--- config.mk ---
export PLATFORM = sky130hd
export DESIGN_NAME = onboard_input
export DESIGN_NICKNAME = d
export VERILOG_FILES = /design/src/rtl/onboard_io_pkg.sv /design/src/rtl/debounce_cell.sv /design/src/rtl/onboard_input.sv
export SDC_FILE = /design/constraint.sdc
export NUM_CORES = 1
export LEC_CHECK = 0
export CORE_MARGIN = 2
export CORE_UTILIZATION = 35
export CTS_BUF_LIST = sky130_fd_sc_hd__clkbuf_4 sky130_fd_sc_hd__clkbuf_8 sky130_fd_sc_hd__clkbuf_16
export DETAILED_ROUTE_END_ITERATION = 10
export GPL_TIMING_DRIVEN = 0
export PLACE_DENSITY = 0.56
export SLEW_MARGIN = 20
export SYNTH_ARGS = -nofsm -noshare
export SYNTH_HDL_FRONTEND = slang
export SYNTH_HIERARCHICAL = 1
export SYNTH_SLANG_ARGS = --single-unit
--- constraint.sdc ---
create_clock -name clk -period 12.63 [get_ports clk]
set_clock_uncertainty 0.05 [all_clocks]
set_input_delay 1.8945 -clock clk [delete_from_list [all_inputs] [get_ports clk]]
set_output_delay 1.8945 -clock clk [all_outputs]
set_load 0.03 [all_outputs]
--- src/rtl/onboard_io_pkg.sv ---
// Shared types for the board input peripheral: register selector and STATUS layout.
package onboard_io_pkg;

    typedef enum logic [1:0] {REG_SW, REG_BTN, REG_EVT, REG_STATUS} io_reg_e;

    localparam int EVT_CNT_W = 8;

    typedef struct packed {
        logic [15:0]          rsvd_hi;
        logic [EVT_CNT_W-1:0] evt_cnt;
        logic [6:0]           rsvd_lo;
        logic                 evt_any;
    } status_t;

endpackage

--- src/rtl/debounce_cell.sv ---
// Purpose: 2-flop synchroniser plus tick-sampled debouncer for one raw pin.
// Latency: 2 clk sync, then DB_SAMPLES consecutive differing ticks to accept a level.
// Backpressure: none; free-running, rise is a one-cycle pulse on the accepting edge.
module debounce_cell #(
    parameter int DB_SAMPLES = 4
) (
    input  logic clk,
    input  logic reset,
    input  logic raw,
    input  logic tick,
    output logic level,
    output logic rise
);

    localparam int CW = $clog2(DB_SAMPLES);

    logic          sync1;
    logic          sync2;
    logic          stable;
    logic [CW-1:0] cnt;
    logic          differ;
    logic          accept;

    assign differ = (sync2 != stable);
    assign accept = tick && differ && (cnt == CW'(DB_SAMPLES - 1));
    assign rise   = accept && sync2;
    assign level  = stable;

    always_ff @(posedge clk) begin
        if (reset) begin
            sync1  <= 1'b0;
            sync2  <= 1'b0;
            stable <= 1'b0;
            cnt    <= '0;
        end else begin
            sync1 <= raw;
            sync2 <= sync1;
            if (tick) begin
                // Any sample matching the current level restarts acceptance.
                if (!differ) begin
                    cnt <= '0;
                end else if (accept) begin
                    stable <= sync2;
                    cnt    <= '0;
                end else begin
                    cnt <= cnt + CW'(1);
                end
            end
        end
    end

endmodule

--- src/rtl/onboard_input.sv ---
// Purpose: CPU-readable switch/button block with sticky press events and a saturating press count.
// Latency: rdata/rvalid one cycle after rd_en & hit; inputs debounced over DB_SAMPLES ticks.
// Backpressure: none; every qualified read is answered the next cycle.
module onboard_input
    import onboard_io_pkg::*;
#(
    parameter logic [31:0] BASE_ADDR  = 32'h0000_FF00,
    parameter int          NSW        = 8,
    parameter int          NBTN       = 5,
    parameter int          SAMPLE_DIV = 250000,
    parameter int          DB_SAMPLES = 4
) (
    input  logic            clk,
    input  logic            reset,
    input  logic [NSW-1:0]  sw,
    input  logic [NBTN-1:0] btn,
    input  logic [31:0]     addr,
    input  logic            rd_en,
    output logic            hit,
    output logic [31:0]     rdata,
    output logic            rvalid,
    output logic            evt_any
);

    localparam int TW = $clog2(SAMPLE_DIV);

    logic [TW-1:0]        tick_cnt;
    logic                 tick;
    logic [NSW-1:0]       sw_level;
    logic [NSW-1:0]       sw_rise_unused;
    logic [NBTN-1:0]      btn_level;
    logic [NBTN-1:0]      btn_rise;
    logic [NBTN-1:0]      btn_evt;
    logic [NBTN-1:0]      evt_next;
    logic [NBTN-1:0]      evt_clr;
    logic [EVT_CNT_W-1:0] evt_cnt;
    logic [EVT_CNT_W-1:0] cnt_base;
    logic [EVT_CNT_W-1:0] cnt_next;
    logic [EVT_CNT_W:0]   cnt_sum;
    logic [4:0]           rise_pop;
    logic                 rd_fire;
    logic                 addr_lo_unused;
    io_reg_e              sel;
    status_t              status;
    logic [31:0]          rd_val;

    assign tick = (tick_cnt == TW'(SAMPLE_DIV - 1));

    always_ff @(posedge clk) begin
        if (reset) begin
            tick_cnt <= '0;
        end else if (tick) begin
            tick_cnt <= '0;
        end else begin
            tick_cnt <= tick_cnt + TW'(1);
        end
    end

    for (genvar i = 0; i < NSW; i++) begin : g_sw
        debounce_cell #(.DB_SAMPLES(DB_SAMPLES)) u_db (
            .clk   (clk),
            .reset (reset),
            .raw   (sw[i]),
            .tick  (tick),
            .level (sw_level[i]),
            .rise  (sw_rise_unused[i])
        );
    end

    for (genvar i = 0; i < NBTN; i++) begin : g_btn
        debounce_cell #(.DB_SAMPLES(DB_SAMPLES)) u_db (
            .clk   (clk),
            .reset (reset),
            .raw   (btn[i]),
            .tick  (tick),
            .level (btn_level[i]),
            .rise  (btn_rise[i])
        );
    end

    // Byte offset within a word does not select anything.
    assign addr_lo_unused = ^addr[1:0];
    assign hit            = (addr[31:4] == BASE_ADDR[31:4]);
    assign rd_fire        = rd_en && hit;
    assign sel            = io_reg_e'(addr[3:2]);

    always_comb begin
        status         = '0;
        status.evt_cnt = evt_cnt;
        status.evt_any = evt_any;
        rd_val         = '0;
        case (sel)
            REG_SW:     rd_val = {{(32 - NSW){1'b0}}, sw_level};
            REG_BTN:    rd_val = {{(32 - NBTN){1'b0}}, btn_level};
            REG_EVT:    rd_val = {{(32 - NBTN){1'b0}}, btn_evt};
            REG_STATUS: rd_val = status;
            default:    rd_val = '0;
        endcase
    end

    // Clear only what the read returns; a press on the same edge is ORed back in.
    always_comb begin
        evt_clr  = (rd_fire && sel == REG_EVT) ? btn_evt : '0;
        evt_next = (btn_evt & ~evt_clr) | btn_rise;
        rise_pop = '0;
        for (int i = 0; i < NBTN; i++) begin
            rise_pop = rise_pop + 5'(btn_rise[i]);
        end
        cnt_base = (rd_fire && sel == REG_STATUS) ? '0 : evt_cnt;
        cnt_sum  = {1'b0, cnt_base} + (EVT_CNT_W + 1)'(rise_pop);
        cnt_next = cnt_sum[EVT_CNT_W] ? '1 : cnt_sum[EVT_CNT_W-1:0];
    end

    always_ff @(posedge clk) begin
        if (reset) begin
            btn_evt <= '0;
            evt_cnt <= '0;
            evt_any <= 1'b0;
            rvalid  <= 1'b0;
            rdata   <= '0;
        end else begin
            btn_evt <= evt_next;
            evt_cnt <= cnt_next;
            evt_any <= |evt_next;
            rvalid  <= rd_fire;
            if (rd_fire) begin
                rdata <= rd_val;
            end
        end
    end

endmodule
* Yosys cells after proc, flatten, opt, wreduce, memory -nomap -nowiden
Cells that the tools add are included.
Storage, ports and cells: flip-flop bits (word level) 130, input port bits 48, output and inout bits 35
Operators by class: add/subtract/negate cells 19, equal/unequal tests 31, mux-type cells 30, bitwise operators 3, reductions and logical operators 50
Operators with widths (number):
- $pmux 32 s4 | 1
- $mux 2 | 26
- $reduce_and 3->1 | 13
- $logic_and 1x1->1 | 34
- $eq 2x2->1 const B | 15
- $eq 28x12->1 const B | 1
- $add 2x1->2 const B | 13
- $add 18x1->18 const B | 1
- $eq 18x18->1 const B | 1
- $mux 8 | 2
- $ne 1x1->1 | 13
- $add 8x5->9 | 1
- $add 4x1->5 | 1
- $and 5x5->5 | 1
- $mux 5 | 1
- $not 5->5 | 1
- $or 5x5->5 | 1
- $reduce_or 5->1 | 1
- $add 3x1->4 | 1
- $add 2x1->3 | 1
- $add 1x1->2 | 1
- $eq 2x1->1 const B | 1
- $logic_not 2->1 | 1
- $reduce_or 2->1 | 1

* Longest topological paths before layout
word-level depth 10, gate-level depth with buffers 16, gate-level depth less buffers 16

* Hierarchy
Netlist, hierarchy kept.
Modules (own cells, without submodules):
- debounce_cell | times used 13, cells each 19, area each 207.7 µm², seq. area each 100.1 µm²
- onboard_input | times used 1, cells each 285, area each 2467.4 µm², seq. area each 980.9 µm²

* Least setup slack after synthesis
No wires, ideal clock.
path kind register to register, start register tick_cnt[0], end register evt_cnt[3], setup time 0.121 ns, data arrival time 7.512 ns, required time 12.459 ns, path slack 4.947 ns, cell stages (with the launch flop) 17, clock period less this slack 7.683 ns, cells stage by stage dfxtp_1 ha_1 nand3_1 nand2b_1 nor3_1 and4b_2 fa_1 inv_1 fa_1 inv_1 ha_1 fa_1 a21oi_1 nor2_1 a31oi_1 nor2_1 mux2_2
Between the ends: longest elaborated chain between the ends 10, elaborated cells between the ends (all ways) 22
Ends and longest elaborated chain:
- from (decl) | line onboard_input.sv:27 | logic [TW-1:0] tick_cnt;
- from (signal assigned) | line onboard_input.sv:55 | tick_cnt <= tick_cnt + TW'(1);
- $eq 18x18->1 | line onboard_input.sv:47 | assign tick = (tick_cnt == TW'(SAMPLE_DIV - 1));
- named net tick | line onboard_input.sv:28 | logic tick;
- $logic_and 1x1->1 (2 in series) | line debounce_cell.sv:25 | assign accept = tick && differ && (cnt == CW'(DB_SAMPLES - 1));
- $logic_and 1x1->1 | line debounce_cell.sv:26 | assign rise = accept && sync2;
- named net btn_rise[0] | line onboard_input.sv:32 | logic [NBTN-1:0] btn_rise;
- $add 1x1->2 | line onboard_input.sv:107 | rise_pop = rise_pop + 5'(btn_rise[i]);
- $add 2x1->3 | line onboard_input.sv:107
- $add 3x1->4 | line onboard_input.sv:107
- $add 4x1->5 | line onboard_input.sv:107
- $add 8x5->9 | line onboard_input.sv:110 | cnt_sum = {1'b0, cnt_base} + (EVT_CNT_W + 1)'(rise_pop);
- $mux 8 | line onboard_input.sv:111 | cnt_next = cnt_sum[EVT_CNT_W] ? '1 : cnt_sum[EVT_CNT_W-1:0];
- to (signal assigned) | line onboard_input.sv:123 | evt_cnt <= cnt_next;
- to (decl) | line onboard_input.sv:36 | logic [EVT_CNT_W-1:0] evt_cnt;
The timed path passes the listed nets, and every way through them passes these cells. A chain may end at the register's enable or synchronous reset.

* Worst setup path after layout
start input addr[10], end output hit
Between the ends: longest elaborated chain between the ends 1
Ends and longest elaborated chain:
- from (decl) | line onboard_input.sv:17 | input logic [31:0] addr,
- $eq 28x12->1 | line onboard_input.sv:83 | assign hit = (addr[31:4] == BASE_ADDR[31:4]);
- to (decl) | line onboard_input.sv:19 | output logic hit,
Every way passes these cells.

==> flow_metrics.env <==
export IMPL_drt_initial_drc_count=176
export IMPL_fin_nets=696
export IMPL_grtUsageMet1_pct=17.7
export IMPL_synth_cells=524
export IMPL_worst_pin_slew_ns=0.621
export IMPL_grt_max_degree=69
export IMPL_top_usage_layer="met2"
export IMPL_cts_max_level=4
export IMPL_num_rows=44
export IMPL_grt_met2_usage_pct=22.4
export IMPL_finalCritPeriodShare_pct=44.3
export IMPL_fp_dieW_um=124
export IMPL_grt_antenna_before_repair=0
export IMPL_syn_area_um2=5080
export IMPL_io_pins=83
export IMPL_clock_latency_ns=0.42
export IMPL_cts_tree="yes"
export IMPL_cts_clk_slew_worst_paths_ns=0.05
export IMPL_grt_overflow=0
export IMPL_r2r_end="evt_cnt[3]"
export IMPL_track_usage_pct=14.2
export IMPL_crit_path_max_incr_delay_ns=0.69
export IMPL_start_kind="primary input"
export IMPL_fmax_mhz=179
export IMPL_grt_pass1_wl_um=17900
export IMPL_arrival_ns=3.66
export IMPL_ant_nets=0
export IMPL_max_clock_path_buffers=2
export IMPL_critPathRequiredTime_ns=10.69
export IMPL_drt_pass1_iterations=6
export IMPL_hp_class="reg2reg"
export IMPL_path_buf_inv=2
export IMPL_hold_viol=0
export IMPL_avgSynthCellArea_um2=9.69
export IMPL_p_leak_nw=2.53
export IMPL_grt_use_met3_pct=5.11
export IMPL_drv_slew=0
export IMPL_dpl_hpwl_um=7490
export IMPL_r2r_worst_path_cells=21
export IMPL_critPathTopFamily="buffers and inverters"
export IMPL_rsz0062_at_grt="false"
export IMPL_cts_root_buffer="clkbuf_16"
export IMPL_syn2layout_area_growth_pct=33.1
export IMPL_whs_endpoint="g_sw[4].u_db/sync2"
export IMPL_finalSetupViolations=0
export IMPL_routed_via_count=3963
export IMPL_final_common_cell="dfxtp_1"
export IMPL_gp_congestion=0.778
export IMPL_placedCellCount=792
export IMPL_final_layout_size_suffix_gt1_share_pct=16.6
export IMPL_dieArea_um2=15500
export IMPL_slew_headroom_pct=58.6
export IMPL_worstReg2RegStart="tick_cnt[0]"
export IMPL_crit_top_cell="clkdlybuf4s50_1"
export IMPL_p_per_area_nw_per_um2=142
export IMPL_peakVddDrop_uv=106
export IMPL_core_um2=14400
export IMPL_grt_pass1_vias=3876
export IMPL_whs_ns=0.385
export IMPL_hp_start="g_sw[4].u_db/sync1"
export IMPL_cts_resized=0
export IMPL_rrSetupSlack_ns=7.46
export IMPL_path_cells="clkdlybuf4s50_1 -> nor4bb_1 -> nand3_1 -> nor2_1 -> clkdlybuf4s50_1"
export IMPL_die_y_um=124
export IMPL_critPathCaptureType="output pin"
export IMPL_path_class="in2out"
export IMPL_status="completed"
export IMPL_period_needed_ns=5.60
export IMPL_crit_fanout=2
export IMPL_cp_slowest_cell="clkdlybuf4s50_1"
export IMPL_cts_hold_buffers=0
export IMPL_wl_um=10500
export IMPL_n_antenna_cell=0
export IMPL_wl_per_cell_um=12.7
export IMPL_postCtsSetupBuffers=0
export IMPL_cts_buffers=17
export IMPL_tns_ns=0
export IMPL_yosys_warnings=6
export IMPL_cap_violations=0
export IMPL_finalNonFillerCells=824
export IMPL_drc=0
export IMPL_viasPerCell=4.81
export IMPL_hold_path_depth=1
export IMPL_numClockSinks=114
export IMPL_floorplan_initialDensity_pct=35.3
export IMPL_portBuffers=62
export IMPL_final_cell_mix="114 x dfxtp_1, 61 x clkdlybuf4s50_1, 47 x nor2_1"
worst reg2reg max path, delay by kind of cell, from the launching register on:
| family | cells | cell delay [ns] |
|---|---|---|
| compound gates | 2 | 0.52 |
| fa+ha+maj | 5 | 1.48 |
| buf+inv | 7 | 0.99 |
| flops | 1 | 0.38 |
| mux | 1 | 0.27 |
| simple gates | 6 | 1.34 |
layer usage:
metal  up-vias  part of all wire [%]  wire [um]
met4         0                   1.2        125
met2        58                    47       4920
li1       2046                     -          -
met5         -                     0          0
met3        12                   4.3        446
met1      1847                    48       4990
stage by stage:
step / power, W / utilization, % / area (um2) / worst slack (ns)
after floorplan: 0.000395 / - / 5130 / 5.23
after global placement: 0.000417 / 41.6 / 5980 / 3.36
after detailed placement: 0.000418 / 42.3 / 6070 / 6.79
after CTS: 0.000973 / 47.0 / 6760 / 6.99
after global routing: 0.000994 / 47.0 / 6760 / 6.84
final: 0.000961 / 47.0 / 6760 / 7.03
state kept, by name (all words and copies together) (netlist names):
register / count
g_btn.u_db/cnt: 10
rvalid: 1
g_sw.u_db/sync2: 8
g_btn.u_db/sync1: 5
g_btn.u_db/sync2: 5
btn_evt: 5
g_sw.u_db/level: 8
g_sw.u_db/cnt: 16
rdata: 16
g_btn.u_db/level: 5
g_sw.u_db/sync1: 8
evt_any: 1
evt_cnt: 8
tick_cnt: 18
where the power goes:
part | internal, W | total [W] | switching (W)
sequential | 0.000365 | 0.000367 | 0.00000253
clock | 0.000388 | 0.000551 | 0.000162
combinational | 0.0000218 | 0.0000426 | 0.0000207
total | 0.000775 | 0.000961 | 0.000185
worst max-delay path by stage:
stage,from,to,slack (ns),depth (start not counted)
global route,addr[10],hit,6.84,5
finish,addr[10],hit,7.03,5
CTS,addr[10],hit,6.99,5
detailed placement,addr[15],evt_cnt[3],6.79,15
global placement,tick_cnt[0],evt_cnt[3],3.36,16
floorplan,tick_cnt[0],evt_cnt[3],5.23,16
final cells by class:
| cell class | instances | area, um2 |
|---|---|---|
| repair buffers | 69 | 706 |
| fillers | 1340 | 7610 |
| inverters | 21 | 78.8 |
| clock buffers | 22 | 482 |
| multi-input cells | 376 | 2590 |
| flip-flops and latches | 114 | 2280 |
| clock inverters | 10 | 203 |
| plain buffers | 28 | 184 |
| well taps | 184 | 230 |
(Power assumes the default switching activity.)
